[config.mk]
export PLATFORM = sky130hd
export DESIGN_NAME = psum_accum_sfp_flat
export DESIGN_NICKNAME = d
export VERILOG_FILES = /design/src/rtl/psum_accum_sfp_pkg.sv /design/src/rtl/psum_accum_sfp_if.sv /design/src/rtl/psum_accum_sfp_lane_acc.sv /design/src/rtl/psum_accum_sfp.sv /design/src/flat_wrapper.sv
export SDC_FILE = /design/constraint.sdc
export NUM_CORES = 1
export LEC_CHECK = 0
export BUFFER_PORTS_ARGS = -buffer_cell sky130_fd_sc_hd__buf_2
export CAP_MARGIN = 10
export CORE_MARGIN = 10
export CORE_UTILIZATION = 40
export CTS_CLUSTER_SIZE = 30
export DETAILED_ROUTE_END_ITERATION = 10
export PLACE_DENSITY_LB_ADDON = 0.1
export SKIP_CTS_REPAIR_TIMING = 1
export SYNTH_ARGS = -nofsm -noshare
export SYNTH_HDL_FRONTEND = slang
export SYNTH_SLANG_ARGS = --single-unit
[constraint.sdc]
create_clock -name clk -period 4.6 [get_ports clk]
set_clock_uncertainty 0.1 [all_clocks]
set_input_delay 1.15 -clock clk [delete_from_list [all_inputs] [get_ports clk]]
set_output_delay 1.15 -clock clk [all_outputs]
set_load 0.01 [all_outputs]
[src/rtl/psum_accum_sfp_pkg.sv]
// Shared types and helpers for the psum accumulate / SFP stage.
package psum_accum_sfp_pkg;

    typedef enum logic {
        ACC  = 1'b0,
        HOLD = 1'b1
    } state_t;

    localparam int unsigned PSUM_BW_DEF = 16;
    localparam int unsigned COL_DEF     = 8;

    // Bit offset of lane 'lane' inside a packed psum_bw*col vector.
    function automatic int unsigned lane_lsb(input int unsigned lane, input int unsigned bw);
        return lane * bw;
    endfunction

    // Signed saturation limits for a lane of width bw.
    function automatic longint psum_max(input int unsigned bw);
        return (longint'(1) <<< (bw - 1)) - 1;
    endfunction

    function automatic longint psum_min(input int unsigned bw);
        return -(longint'(1) <<< (bw - 1));
    endfunction

    localparam longint PSUM_MAX = psum_max(PSUM_BW_DEF);
    localparam longint PSUM_MIN = psum_min(PSUM_BW_DEF);

endpackage

[src/rtl/psum_accum_sfp_if.sv]
// Input psum stream and output pixel stream of the accumulate / SFP stage.
interface psum_accum_sfp_if #(
    parameter int unsigned psum_bw = 16,
    parameter int unsigned col     = 8
);
    logic [psum_bw*col-1:0] psum_in;
    logic                   in_valid;
    logic                   in_ready;
    logic [psum_bw*col-1:0] sfp_out;
    logic                   out_valid;
    logic                   out_ready;

    // Producer of psums / consumer of pixels.
    modport master (
        output psum_in, in_valid, out_ready,
        input  in_ready, sfp_out, out_valid
    );

    // The accumulate stage itself.
    modport slave (
        input  psum_in, in_valid, out_ready,
        output in_ready, sfp_out, out_valid
    );
endinterface

[src/rtl/psum_accum_sfp_lane_acc.sv]
// One lane: saturating accumulator plus ReLU select into the output register.
module psum_lane_acc
    import psum_accum_sfp_pkg::*;
#(
    parameter int unsigned psum_bw = 16
) (
    input  logic               clk,
    input  logic               reset,
    input  logic [psum_bw-1:0] din,
    input  logic               load,
    input  logic               clear,
    input  logic               finish,
    input  logic               relu_en,
    output logic [psum_bw-1:0] dout
);

    localparam logic signed [psum_bw:0] SAT_HI = (psum_bw+1)'(psum_max(psum_bw));
    localparam logic signed [psum_bw:0] SAT_LO = (psum_bw+1)'(psum_min(psum_bw));

    logic signed [psum_bw-1:0] acc;
    logic signed [psum_bw:0]   wide;
    logic signed [psum_bw-1:0] sum;

    // Add one bit wide, then clamp back into the lane range.
    always_comb begin
        wide = $signed({acc[psum_bw-1], acc}) + $signed({din[psum_bw-1], din});
        if (wide > SAT_HI) begin
            sum = SAT_HI[psum_bw-1:0];
        end else if (wide < SAT_LO) begin
            sum = SAT_LO[psum_bw-1:0];
        end else begin
            sum = wide[psum_bw-1:0];
        end
    end

    // Accumulator update and result capture on the final tap.
    always_ff @(posedge clk) begin
        if (reset) begin
            acc  <= '0;
            dout <= '0;
        end else begin
            if (clear || finish) begin
                acc <= '0;
            end else if (load) begin
                acc <= sum;
            end
            if (finish) begin
                dout <= (relu_en && sum[psum_bw-1]) ? '0 : sum;
            end
        end
    end

endmodule

[src/rtl/psum_accum_sfp.sv]
// Accumulates NTAP psum vectors per pixel, applies optional ReLU and hands
// the pixel downstream over a valid/ready handshake.
module psum_accum_sfp
    import psum_accum_sfp_pkg::*;
#(
    parameter int unsigned psum_bw = 16,
    parameter int unsigned col     = 8,
    parameter int unsigned NTAP    = 9,
    parameter int unsigned PIX_W   = 8
) (
    input  logic             clk,
    input  logic             reset,
    psum_accum_sfp_if.slave  bus,
    input  logic             relu_en,
    input  logic             flush,
    output logic [PIX_W-1:0] pix_cnt,
    output logic             busy
);

    localparam int unsigned TAP_W = (NTAP > 1) ? $clog2(NTAP) : 1;
    localparam logic [TAP_W-1:0] TAP_LAST = TAP_W'(NTAP - 1);

    state_t           state;
    logic [TAP_W-1:0] tap_cnt;
    logic             out_valid_q;
    logic             accept;
    logic             last_tap;
    logic             lane_load;
    logic             lane_clear;
    logic             lane_finish;

    // Flush wins over a simultaneous beat, so it is folded into accept.
    always_comb begin
        accept      = (state == ACC) && bus.in_valid && !flush;
        last_tap    = (tap_cnt == TAP_LAST);
        lane_load   = accept && !last_tap;
        lane_finish = accept && last_tap;
        lane_clear  = (state == ACC) && flush;
    end

    assign bus.in_ready  = (state == ACC);
    assign bus.out_valid = out_valid_q;
    assign busy          = (tap_cnt != '0) || out_valid_q;

    for (genvar i = 0; i < col; i++) begin : g_lane
        psum_lane_acc #(
            .psum_bw (psum_bw)
        ) u_lane (
            .clk     (clk),
            .reset   (reset),
            .din     (bus.psum_in[lane_lsb(i, psum_bw) +: psum_bw]),
            .load    (lane_load),
            .clear   (lane_clear),
            .finish  (lane_finish),
            .relu_en (relu_en),
            .dout    (bus.sfp_out[lane_lsb(i, psum_bw) +: psum_bw])
        );
    end

    // Tap counting, output hold and pixel counting.
    always_ff @(posedge clk) begin
        if (reset) begin
            state       <= ACC;
            tap_cnt     <= '0;
            out_valid_q <= 1'b0;
            pix_cnt     <= '0;
        end else begin
            case (state)
                ACC: begin
                    if (flush) begin
                        tap_cnt <= '0;
                    end else if (bus.in_valid) begin
                        if (last_tap) begin
                            tap_cnt     <= '0;
                            out_valid_q <= 1'b1;
                            state       <= HOLD;
                        end else begin
                            tap_cnt <= tap_cnt + TAP_W'(1);
                        end
                    end
                end
                HOLD: begin
                    if (bus.out_ready) begin
                        out_valid_q <= 1'b0;
                        pix_cnt     <= pix_cnt + PIX_W'(1);
                        state       <= ACC;
                    end
                end
                default: state <= ACC;
            endcase
        end
    end

endmodule

[src/flat_wrapper.sv]
// flat-port wrapper written by rule: the top's interface ports become plain ports
module psum_accum_sfp_flat import psum_accum_sfp_pkg::*;
#(
    parameter int unsigned psum_bw = 16,
    parameter int unsigned col     = 8,
    parameter int unsigned NTAP    = 9,
    parameter int unsigned PIX_W   = 8
)
  (clk, reset, relu_en, flush, pix_cnt, busy, bus_psum_in, bus_in_valid, bus_out_ready, bus_in_ready, bus_sfp_out, bus_out_valid);
  psum_accum_sfp_if #(.psum_bw(psum_bw), .col(col)) bus_i ();
  input  logic clk;
  input  logic reset;
  input  logic relu_en;
  input  logic flush;
  output logic [PIX_W-1:0] pix_cnt;
  output logic busy;
  input wire logic [$bits(bus_i.psum_in)-1:0] bus_psum_in;
  input wire logic [$bits(bus_i.in_valid)-1:0] bus_in_valid;
  input wire logic [$bits(bus_i.out_ready)-1:0] bus_out_ready;
  output wire logic [$bits(bus_i.in_ready)-1:0] bus_in_ready;
  output wire logic [$bits(bus_i.sfp_out)-1:0] bus_sfp_out;
  output wire logic [$bits(bus_i.out_valid)-1:0] bus_out_valid;
  assign bus_i.psum_in = bus_psum_in;
  assign bus_i.in_valid = bus_in_valid;
  assign bus_i.out_ready = bus_out_ready;
  assign bus_in_ready = bus_i.in_ready;
  assign bus_sfp_out = bus_i.sfp_out;
  assign bus_out_valid = bus_i.out_valid;
  psum_accum_sfp #(.psum_bw(psum_bw), .col(col), .NTAP(NTAP), .PIX_W(PIX_W)) u_core (.clk(clk), .reset(reset), .bus(bus_i), .relu_en(relu_en), .flush(flush), .pix_cnt(pix_cnt), .busy(busy));
endmodule
# Word level (Yosys, flattened, before mapping)
# Cells that the tools add are included.
[classes]
n_bitwise = 1
eq_ne = 5
n_lt_le_gt_ge = 16
n_reduce_logical = 23
n_shift = 0
mul = 0
div_mod_pow = 0
muxes = 37
addsub = 10
[ops]
columns = ["cell", "count"]
rows = [
  ["two-way mux 16 bit", 24],
  ["adder 16 x 16 -> 17 bit", 8],
  ["greater-than comparator 17 x 16 -> 1 bit, second input constant", 8],
  ["< comparator 17 x 16 -> 1 bit, second input constant", 8],
  ["logical AND 1 bit", 13],
  ["two-way mux 4 bit", 3],
  ["adder 8 x 1 -> 8 bit, second input constant", 1],
  ["two-way mux 1 bit", 8],
  ["inequality test 2 bit, second input constant", 3],
  ["adder 4 x 1 -> 4 bit, second input constant", 1],
  ["equality test 4 bit, second input constant", 1],
  ["one-hot mux 1 bit (2 select lines)", 2],
  ["AND reduction 2 bit", 2],
  ["AND reduction 4 bit", 1],
  ["nonzero test 4 bit", 1],
  ["logical NOT 1 bit", 2],
  ["logical OR 1 bit", 2],
  ["inequality test 2 x 1 -> 1 bit, second input constant", 1],
  ["nonzero test 2 bit", 1],
  ["OR reduction 2 bit", 1],
  ["NOT 1 bit", 1],
]
[totals]
word_cells = 112
romBits = 0
latchBits = 0
in_bits = 134
reg_bits = 270
n_memories = 0
ram_bits = 0

# Longest topological paths before layout
# Gate-level depths: netlist of the first run.
[depth]
depth_word = 6
mapped_depth = 14
mapped_depth_nobuf = 12

# Hierarchy
# From an unflattened synthesis of the first run, not the netlist that was laid out.
[unflattened]
cells_unflattened = 2229
hier_area_um2 = 19312.3
[modules_own_cells]
columns = ["mod", "area_per_inst_um2", "cells_each", "instances", "seq_area_each_um2"]
rows = [
  ["psum_lane_acc (u_core.g_lane[0].u_lane ...)", 2347.3, 265, 6, 640.6],
  ["psum_lane_acc (u_core.g_lane[2].u_lane)", 2273.4, 298, 1, 640.6],
  ["psum_lane_acc (u_core.g_lane[3].u_lane)", 2255.9, 263, 1, 640.6],
  ["psum_accum_sfp", 699.4, 78, 1, 280.3],
]

# Worst setup path before layout of the first run
# OpenSTA, ideal clock, no wires.
[synth_timing]
kind = "input-to-reg"
from = "input bus_psum_in[32]"
to = "register u_core.g_lane[2].u_lane.dout[14]"
t_required_ns = 4.431
slack_ns = 0.899
cell_stages = 13
arrival_time_ns = 3.532
n_path_buf = 1
cell_sequence = "ha_1 inv_1 fa_1 nand2b_1 a21oi_1 o21ai_1 a211oi_2 o21ai_1 a41oi_2 nor2_1 or3_1 buf_2 o21ai_1"
[synth_via]
elab_chain_len = 6
word_cells_on_any_way = 7
classes_between = "add/sub: 1; order compare: 2; mux: 3; reduce/logical: 1"
[synth_rtl]
columns = ["element", "line", "rtl"]
rows = [
  ["from (decl)", "flat_wrapper.sv:17", "input wire logic [$bits(bus_i.psum_in)-1:0] bus_psum_in;"],
  ["adder 16 x 16 -> 17 bit (*)", "psum_accum_sfp_lane_acc.sv:26", "wide = $signed({acc[psum_bw-1], acc}) + $signed({din[psum_bw-1], din});"],
  ["< comparator 17 x 16 -> 1 bit", "psum_accum_sfp_lane_acc.sv:29", "end else if (wide < SAT_LO) begin"],
  ["two-way mux 16 bit", "psum_accum_sfp_lane_acc.sv:29", ""],
  ["two-way mux 16 bit (*)", "psum_accum_sfp_lane_acc.sv:27", "if (wide > SAT_HI) begin"],
  ["logical AND 1 bit", "psum_accum_sfp_lane_acc.sv:48", "dout <= (relu_en && sum[psum_bw-1]) ? '0 : sum;"],
  ["two-way mux 16 bit (*)", "psum_accum_sfp_lane_acc.sv:48", ""],
  ["to (signal assigned)", "psum_accum_sfp_lane_acc.sv:48", ""],
  ["to (decl)", "psum_accum_sfp_lane_acc.sv:14", "output logic [psum_bw-1:0] dout"],
]
# Mark *: on every way between the ends. The rest lies on a longest branch, timed or not.
# A chain may end at the register's enable or synchronous reset.

# Worst setup path after layout of the first run
# Ends and elaborated chain as after synthesis.

==> results of run 1 <==
## stage by stage
step                      utilization (%)  hold WS (ns)
after detailed placement             45.3         0.336
after floorplan                         -         0.329
after global placement               45.3         0.331
after CTS                            48.3         0.349
after global routing                 48.3         0.357
final                                48.3         0.342
## worst max-delay path by stage
stage | from | endpoint | slack [ns] | cells after the start
detailed placement | bus_psum_in[32] | u_core.g_lane[2].u_lane.dout[10] | 0.40 | 13
global route | bus_psum_in[32] | u_core.g_lane[2].u_lane.dout[2] | 0.63 | 13
floorplan | bus_psum_in[32] | u_core.g_lane[2].u_lane.dout[14] | 0.90 | 13
global placement | bus_psum_in[32] | u_core.g_lane[2].u_lane.dout[0] | 0.49 | 13
CTS | bus_psum_in[32] | u_core.g_lane[2].u_lane.dout[14] | 0.92 | 13
finish | bus_psum_in[32] | u_core.g_lane[2].u_lane.dout[14] | 0.88 | 13
## sequential cells by signal (all words and copies together) (netlist names)
register	count
u_core.tap_cnt	4
u_core.pix_cnt	8
u_core.g_lane.u_lane.dout	128
u_core.bus.out_valid	1
u_core.state	1
u_core.g_lane.u_lane.acc	128
## cells in the mapped netlist (20+ instances only)
cell	instances
dfxtp_1	270
nand2_1	229
a21o_1	43
nor2b_1	21
inv_1	67
nor2_1	192
nand2b_1	28
ha_1	131
clkbuf_1	45
a21oi_1	136
nor3_1	28
o21ai_0	235
xor2_1	27
a211oi_1	23
nand3_1	20
o21ai_1	25
a22o_1	32
xnor2_1	61
maj3_1	23
## routing by layer
metal  up-vias  share of wire (%)
met5         -              0.048
met2       283                 47
li1       7323                  -
met3        61                6.2
met1      6732                 45
met4         4                1.9
## cell type report
class                   count  share of cell area, %
diodes                      3                 0.0403
multi-input cells        1486                   51.6
clock buffers              51                   5.68
clock inverters            10                  0.598
repair buffers            295                   8.23
flip-flops and latches    270                   29.0
well taps                 518                   3.48
inverters                  67                   1.35
## where the power goes
part | switching [uW] | internal, uW | total (uW)
Combinational | 587 | 374 | 961
Clock | 1070 | 1700 | 2780
Sequential | 23.8 | 2380 | 2400
## critical path: stages
cell      delay (ns)
buf_2           0.08
ha_1            0.20
inv_1           0.07
fa_1            0.38
nand2b_1        0.19
a21oi_1         0.21
o21ai_1         0.14
a211oi_2        0.26
o21ai_1         0.11
a41oi_2         0.37
nor2_1          0.15
or3_1           0.59
o21ai_1         0.20
## cells by family (layout without fill, tap and decap cells)
logic type | Yosys count | in the layout
compound gates | 648 | 648
simple gates | 576 | 576
flops | 270 | 270
fa+ha+maj | 162 | 162
buf+inv | 136 | 423
xor+xnor | 91 | 91
mux | 9 | 9
other cells | 0 | 3
==> reports/qor.txt, run 1 <==
main combinational cell family by area after synthesis: compound AO/OA/AOI/OAI gates
nets: 2427
Post-synth EDFFs: 0
post-synth top area share: 34.8%
drt pass-1 iters: 4
post-synthesis mux area share: 0.580%
post-synthesis adder-cell area fraction: 13.1%
post-synthesis cell type count: 88
gr usage total: 19.9%
Non-Filler Instances: 2700
final worst slack: 0.879 ns
R2R Setup Slk: 1.23 ns
Synth area leader: dfxtp_1
largest net degree at the start of global routing: 79
Setup WS pre-CTS: 0.397 ns
DR vias: 14400
Syn Nets: 2165
DP Cell Count: 2636
I/O pin cnt: 273
Max H-tree Level: 2
Rel. slew slack: 28.4%
Detail Placement HPWL: 35.9 mm
VDD IR-drop max: 0.266 mV
Die X: 217 um
worst-path fanout max: 10
asr flop ratio synth: 0%
hold path endpoint: u_core.g_lane[7].u_lane.dout[5]
DR WL/cell: 17.9 um
Rows: 72
# clock sinks: 270
commonest cells after routing, fill and taps aside: buf_2, dfxtp_1, o21ai_0
hold_sp: u_core.g_lane[7].u_lane.dout[5]
Setup CP Type: in2reg
Ys Warns: 0
Initial Util: 40.3%
Die Y-Extent: 217 um
RSZ-0062 raised after global routing: no
Worst R2R End: u_core.g_lane[2].u_lane.dout[14]
status: finished clean
grt total ovfl: 0
Area growth, synth to finish: 19.9%
setup violators final: 0
worst min-delay path class: reg2reg
Fmax: 269 MHz
Remaining DRCs: 0
met2 Use GR: 33.5%
Post-Synth XOR/XNOR Area: 5.35%
CTS buffer count: 34
vias in the first global route: 14300
Skew-Pair Late Insertion Delay: 0.54 ns
CP Launch Type: primary input
Post-Route WL: 48.3 mm
Core ar.: 0.0386 sq mm
die area: 0.0471 sq mm
Final Total Pwr: 6140 uW
antenna violations before repair: 7
top area cells in the synthesized netlist: dfxtp_1, ha_1, o21ai_0, nand2_1, nor2_1
Multi-input gate area: 0.00961 sq mm
post-synthesis sequential area ratio: 34.8%
Leak Pwr: 0.00843 uW
GR Layer Usage met3: 5.27%
setup_tns: 0 ns
worst hold path cell count: 2
Final Hold Violating Endpoints: 0
PortBufs: 272
GP Congestion: 0.877
required time of the critical path: 4.97 ns
post-DR vias/cell: 5.33
share of layout cells above drive strength 1: 17.8%
CTS tree: yes
clk buf depth: 3
fin crit period: 3.72 ns
predominant post-synthesis flop cell: dfxtp_1
syn avg cell area: 8.21 sq um
Seq. cell area: 0.00541 sq mm
CP endpoint kind: flop
synthesized area: 0.0155 sq mm
Synth Area in Simple Gates: 16.4%
maxcap violations: 0
first-pass GRT wire length: 76.9 mm
worst r2r path cells: 12
Slew Viols, Final: 0
cell area after layout: 0.0186 sq mm
Seq cells post-synth: 270
clock slew at reported path FFs: 0.06 ns
Post-DP Area: 0.0175 sq mm
Slew @ Worst Pin: 1.06 ns
Worst EP arrival: 4.09 ns
fill count: 3912
commonest non-fill, non-tap cell in the layout: buf_2
met1 Track Usage GR: 24.4%
Post-Synthesis Cells: 1892
launching point of the worst reg2reg path: u_core.g_lane[2].u_lane.acc[0]
Pwr Density: 330 mW/mm^2
Compound-Gate Fraction of Synth Area: 26.2%
clk root buf: clkbuf_16
DRT antenna net count: 0
most used routing layer in global routing: met2
Tcrit/Tclk final: 80.9%
DRT iter0 DRCs: 678
Power figures use the tool's default switching activity.
==> run 2: changes to the inputs <==
- ABC_AREA: unset -> 1
- clock period: 4.6 -> 3.4 ns (I/O delays scaled with it)
==> run 2 against run 1 <==
Against the previous run:
- sequential share of layout area down 4.2 points
- hold slack better by 0.0046 ns
- cell area up 17%
- sequential cell count unchanged
- clock power up 33%
- cell count up 44%
- via count up 28%
- utilization down 1.5 points
- critical path type unchanged
- critical endpoint is now u_core.g_lane[6].u_lane.dout[4]
==> reports/qor.txt, run 2 <==
status: finished clean
worst min-delay path class: reg2reg
first-pass GRT wire length: 91.7 mm
fin crit period: 2.62 ns
worst-path fanout max: 15
Post-Route WL: 56.9 mm
setup violators final: 0
clock slew at reported path FFs: 0.05 ns
top area cells in the synthesized netlist: dfxtp_1, nand2_1, ha_1, inv_1, nor2_1
Remaining DRCs: 0
post-synthesis sequential area ratio: 28.9%
Detail Placement HPWL: 43.4 mm
Skew-Pair Late Insertion Delay: 0.55 ns
share of layout cells above drive strength 1: 14.8%
nets: 3540
Setup WS pre-CTS: 0.173 ns
cell area after layout: 0.0217 sq mm
Tcrit/Tclk final: 77.0%
clk root buf: clkbuf_16
Syn Nets: 3302
final worst slack: 0.783 ns
Worst EP arrival: 2.94 ns
Rel. slew slack: 58.5%
die area: 0.0558 sq mm
syn avg cell area: 6.18 sq um
CTS tree: yes
Area growth, synth to finish: 16.2%
maxcap violations: 0
fill count: 4998
post-synthesis cell type count: 40
Core ar.: 0.0465 sq mm
DRT antenna net count: 0
most common cell in the netlist: nand2_1
Fmax: 382 MHz
VDD IR-drop max: 0.393 mV
largest net degree at the start of global routing: 129
required time of the critical path: 3.73 ns
gr usage total: 19.7%
DRT iter0 DRCs: 1019
Final Total Pwr: 8770 uW
synthesized area: 0.0187 sq mm
clk buf depth: 3
Synth area leader: dfxtp_1
Commonest cells post-synth: nand2_1, inv_1, nor2_1
Ys Warns: 0
biggest regs: u_core.g_lane.u_lane.acc (128), u_core.g_lane.u_lane.dout (128), u_core.pix_cnt (8)
Setup CP Type: in2reg
Max H-tree Level: 2
post-synth top area share: 28.9%
setup_tns: 0 ns
GP Congestion: 0.896
commonest cells after routing, fill and taps aside: nand2_1, inv_1, nor2_1
# clock sinks: 270
commonest non-fill, non-tap cell in the layout: nand2_1
CTS buffer count: 36
RSZ-0062 raised after global routing: no
Slew @ Worst Pin: 0.623 ns
antenna violations before repair: 6
Rows: 79
CP endpoint kind: flop
PortBufs: 272
Post-Synthesis Cells: 3029
Final Hold Violating Endpoints: 0
Die Y-Extent: 236 um
predominant post-synthesis flop cell: dfxtp_1
Post-synth EDFFs: 0
Post-DP Area: 0.0206 sq mm
Slew Viols, Final: 0
asr flop ratio synth: 0%
Fin Hold WS: 0.347 ns
Leak Pwr: 0.0130 uW
DR WL/cell: 14.6 um
CP Launch Type: primary input
Pwr Density: 404 mW/mm^2
DR vias: 18500
drt pass-1 iters: 5
Die X: 236 um
grt total ovfl: 0
Initial Util: 40.3%
vias in the first global route: 17900
I/O pin cnt: 273
Seq cells post-synth: 270
post-DR vias/cell: 4.75
==> run 2: worst paths after layout <==
check                                                startpoint  slack, ns                               to  cells past startpoint
worst max-delay path                            bus_psum_in[96]       0.78  u_core.g_lane[6].u_lane.dout[4]                     16
worst min-delay path            u_core.g_lane[5].u_lane.dout[7]       0.35  u_core.g_lane[5].u_lane.dout[7]                      2
worst max register to register   u_core.g_lane[6].u_lane.acc[0]       0.83  u_core.g_lane[6].u_lane.dout[4]                     15
worst min register to register  u_core.g_lane[5].u_lane.dout[7]       0.35  u_core.g_lane[5].u_lane.dout[7]                      2
==> run 2: cell families (layout without fill, tap and decap cells) <==
| logic type | count (synthesis) | in the layout | synth area share, % |
|---|---|---|---|
| AO/OA/AOI/OAI | 221 | 221 | 6.34 |
| XOR/XNOR | 81 | 81 | 3.79 |
| adder cells (fa/ha/maj) | 139 | 139 | 9.61 |
| buffers and inverters | 493 | 753 | 10.8 |
| flip-flops | 270 | 270 | 28.9 |
| other | 0 | 3 | 0 |
| AND/OR/NAND/NOR | 1825 | 1825 | 40.6 |
==> run 2: metal layers <==
metal | wire length, um | GRT usage (%)
met5 | 33 | 0
met4 | 1110 | 4.67
met2 | 26000 | 33.2
met1 | 26400 | 25.0
met3 | 3320 | 4.52
==> run 2: final cells by class <==
| type | instances | area (sq um) | area share (%) |
|---|---|---|---|
| clock inverters | 8 | 93.8 | 0.432 |
| well taps | 607 | 759 | 3.49 |
| multi-input cells | 2266 | 11300 | 52.0 |
| diodes | 3 | 7.51 | 0.0345 |
| inverters | 401 | 1510 | 6.93 |
| flip-flops and latches | 270 | 5410 | 24.9 |
| repair buffers | 292 | 1640 | 7.53 |
| clock buffers | 52 | 1020 | 4.70 |
==> run 2: metrics by stage <==
step,utilization (%),std cells
finish,46.8,3899
global route,46.8,3897
CTS,46.8,3896
detailed placement,44.4,3836
global placement,44.4,3836
floorplan,-,3029
==> run 2: critical path: stages <==
cell and delay (ns):
buf_2 0.08, ha_1 0.16, inv_1 0.05, fa_1 0.41, o21ai_1 0.20, nand3_1 0.11, nand2_2 0.12, nand2_1 0.08
nand2_1 0.07, nand2_1 0.07, nand2_2 0.14, nand2_2 0.24, nand2_1 0.18, nand2_1 0.07, nand2_1 0.07, nand2_1 0.05
==> run 2: where the power goes <==
part / leakage [uW] / switching [uW] / internal (uW)
sequential: 0.00219 / 34.1 / 3220
combinational: 0.0102 / 1190 / 626
clock: 0.000550 / 1470 / 2230
total: 0.0130 / 2700 / 6080
==> run 3: changes to the inputs <==
- ABC_AREA: 1 -> 0
- clock period: 3.4 -> 2.3 ns (I/O delays scaled with it)
==> run 3 against run 2 <==
Against the previous run:
- global-route usage up 1.3 points
- critical endpoint is now u_core.g_lane[2].u_lane.dout[11]
- the run now ends with setup timing left
- clock power is 49% higher
- total power grew 57%
- register-to-register slack lost 1.3 ns
==> reports/qor.txt, run 3 (synthesized netlist as in run 1, its figures left out) <==
maxcap violations: 0
Skew-Pair Late Insertion Delay: 0.54 ns
Post-Route WL: 54.1 mm
Fmax: 359 MHz
I/O pin cnt: 273
clk root buf: clkbuf_16
launching point of the worst reg2reg path: u_core.g_lane[2].u_lane.acc[0]
gr usage total: 21.0%
failing checks: setup timing
Setup CP Type: reg2reg
VDD IR-drop max: 0.581 mV
CTS tree: yes
Util after Layout: 64.0%
CP max stage delay: 0.40 ns
status: finished with violations
clk buf depth: 3
setup violators final: 255
Worst R2R End: u_core.g_lane[2].u_lane.dout[11]
R2R Setup Slk: -0.49 ns
commonest cells after routing, fill and taps aside: buf_4, buf_2, dfxtp_1
final worst slack: -0.486 ns
Final Hold Violating Endpoints: 0
Initial Util: 40.3%
Critical Path Sink: u_core.g_lane[2].u_lane.dout[11]
DRT antenna net count: 0
CP top delay family: compound AO/OA/AOI/OAI gates
nets: 2834
Die Y-Extent: 217 um
fill count: 3344
GP Congestion: 0.894
cell mode on critical path: o21ai_2
first-pass GRT wire length: 81.4 mm
antenna violations before repair: 6
RSZ-0062 raised after global routing: yes
worst min-delay path class: in2reg
Buf/Inv on CP: 2
share of layout cells above drive strength 1: 46.3%
PortBufs: 272
DP Cell Count: 2983
# clock sinks: 270
Critical Path Stages: 13
crit-path cells: ha_4 > inv_2 > fa_2 > nand2b_4 > a21oi_4 > o21ai_2 > a211oi_2 > o21ai_1 > a41oi_2 > nor2_2 > or3_4 > buf_6 > o21ai_2
Final Total Pwr: 13700 uW
Non-Filler Instances: 3105
post-DR vias/cell: 5.18
vias in the first global route: 15800
Leak Pwr: 0.0110 uW
Worst EP arrival: 3.15 ns
Detail Placement HPWL: 39.8 mm
Setup WS pre-CTS: -0.957 ns
clock slew at reported path FFs: 0.06 ns
CP endpoint kind: flop
critical path launch point: u_core.g_lane[2].u_lane.acc[0]
worst r2r path cells: 13
Slew Viols, Final: 0
Rows: 72
DR WL/cell: 17.4 um
largest net degree at the start of global routing: 102
Slew @ Worst Pin: 0.682 ns
critical path's slowest cell: or3_4
worst-path fanout max: 5
Pwr Density: 556 mW/mm^2
CP Launch Type: flop
DR vias: 16100
CTS buffer count: 35
Tcrit/Tclk final: 121%
Remaining DRCs: 0
grt total ovfl: 0
biggest regs: u_core.g_lane.u_lane.acc (128), u_core.g_lane.u_lane.dout (128), u_core.pix_cnt (8)
Fin Hold WS: 0.234 ns
commonest non-fill, non-tap cell in the layout: buf_4
fin crit period: 2.79 ns
Area growth, synth to finish: 58.9%
Max H-tree Level: 2
Core ar.: 0.0386 sq mm
required time of the critical path: 2.66 ns
die area: 0.0471 sq mm
Rel. slew slack: 53.9%
drt pass-1 iters: 5
Die X: 217 um
DRT iter0 DRCs: 694
-- run 3: report_power, final --
part / leakage (uW) / total (uW) / internal (uW) / switching, uW
Combinational: 0.00826 / 3400 / 1650 / 1750
Clock: 0.000567 / 5530 / 3370 / 2150
Sequential: 0.00219 / 4810 / 4760 / 54.2
Total: 0.0110 / 13700 / 9780 / 3960
-- run 3: how the worst min path moves through the flow --
stage	start	to	cells past startpoint
2_1_floorplan	u_core.g_lane[2].u_lane.acc[12]	u_core.g_lane[2].u_lane.acc[12]	2
3_3_place_gp	u_core.g_lane[5].u_lane.dout[11]	u_core.g_lane[5].u_lane.dout[11]	2
5_1_grt	bus_out_ready	u_core.state	3
6_report	bus_out_ready	u_core.state	3
4_1_cts	bus_out_ready	u_core.state	3
3_5_place_dp	u_core.g_lane[2].u_lane.dout[4]	u_core.g_lane[2].u_lane.dout[4]	2
-- run 3: worst reg2reg max path: cells and delay by family (launching register included) --
family	cells	cell delay [ns]
adder cells (fa/ha/maj)	2	0.47
buffers and inverters	2	0.18
AND/OR/NAND/NOR	3	0.63
AO/OA/AOI/OAI	6	0.98
flip-flops	1	0.35
-- run 3: layout make-up --
type | count | area, sq um | share of cell area [%]
clock buffers | 47 | 1030 | 4.19
multi-input cells | 1487 | 12100 | 49.0
repair buffers | 700 | 5090 | 20.6
well taps | 518 | 648 | 2.63
inverters | 67 | 254 | 1.03
diodes | 4 | 10.0 | 0.0405
clock inverters | 12 | 125 | 0.507
flip-flops and latches | 270 | 5430 | 22.0
-- run 3: stage by stage --
stage	cell area (sq um)	TNS, ns
3_5_place_dp	21500	-190.03
5_1_grt	24700	-111.30
2_1_floorplan	16900	-97.29
6_report	24700	-80.82
4_1_cts	22700	-109.40
3_3_place_gp	21500	-182.68
-- run 3: routing by layer --
layer | part of all wire (%) | wire, um | up-vias | global-route usage (%)
met5 | 0.050 | 27 | - | 0
met4 | 2.3 | 1260 | 4 | 6.85
met3 | 4.5 | 2460 | 72 | 4.59
met2 | 48 | 26200 | 263 | 35.9
met1 | 45 | 24200 | 7579 | 25.8
li1 | - | - | 8174 | -
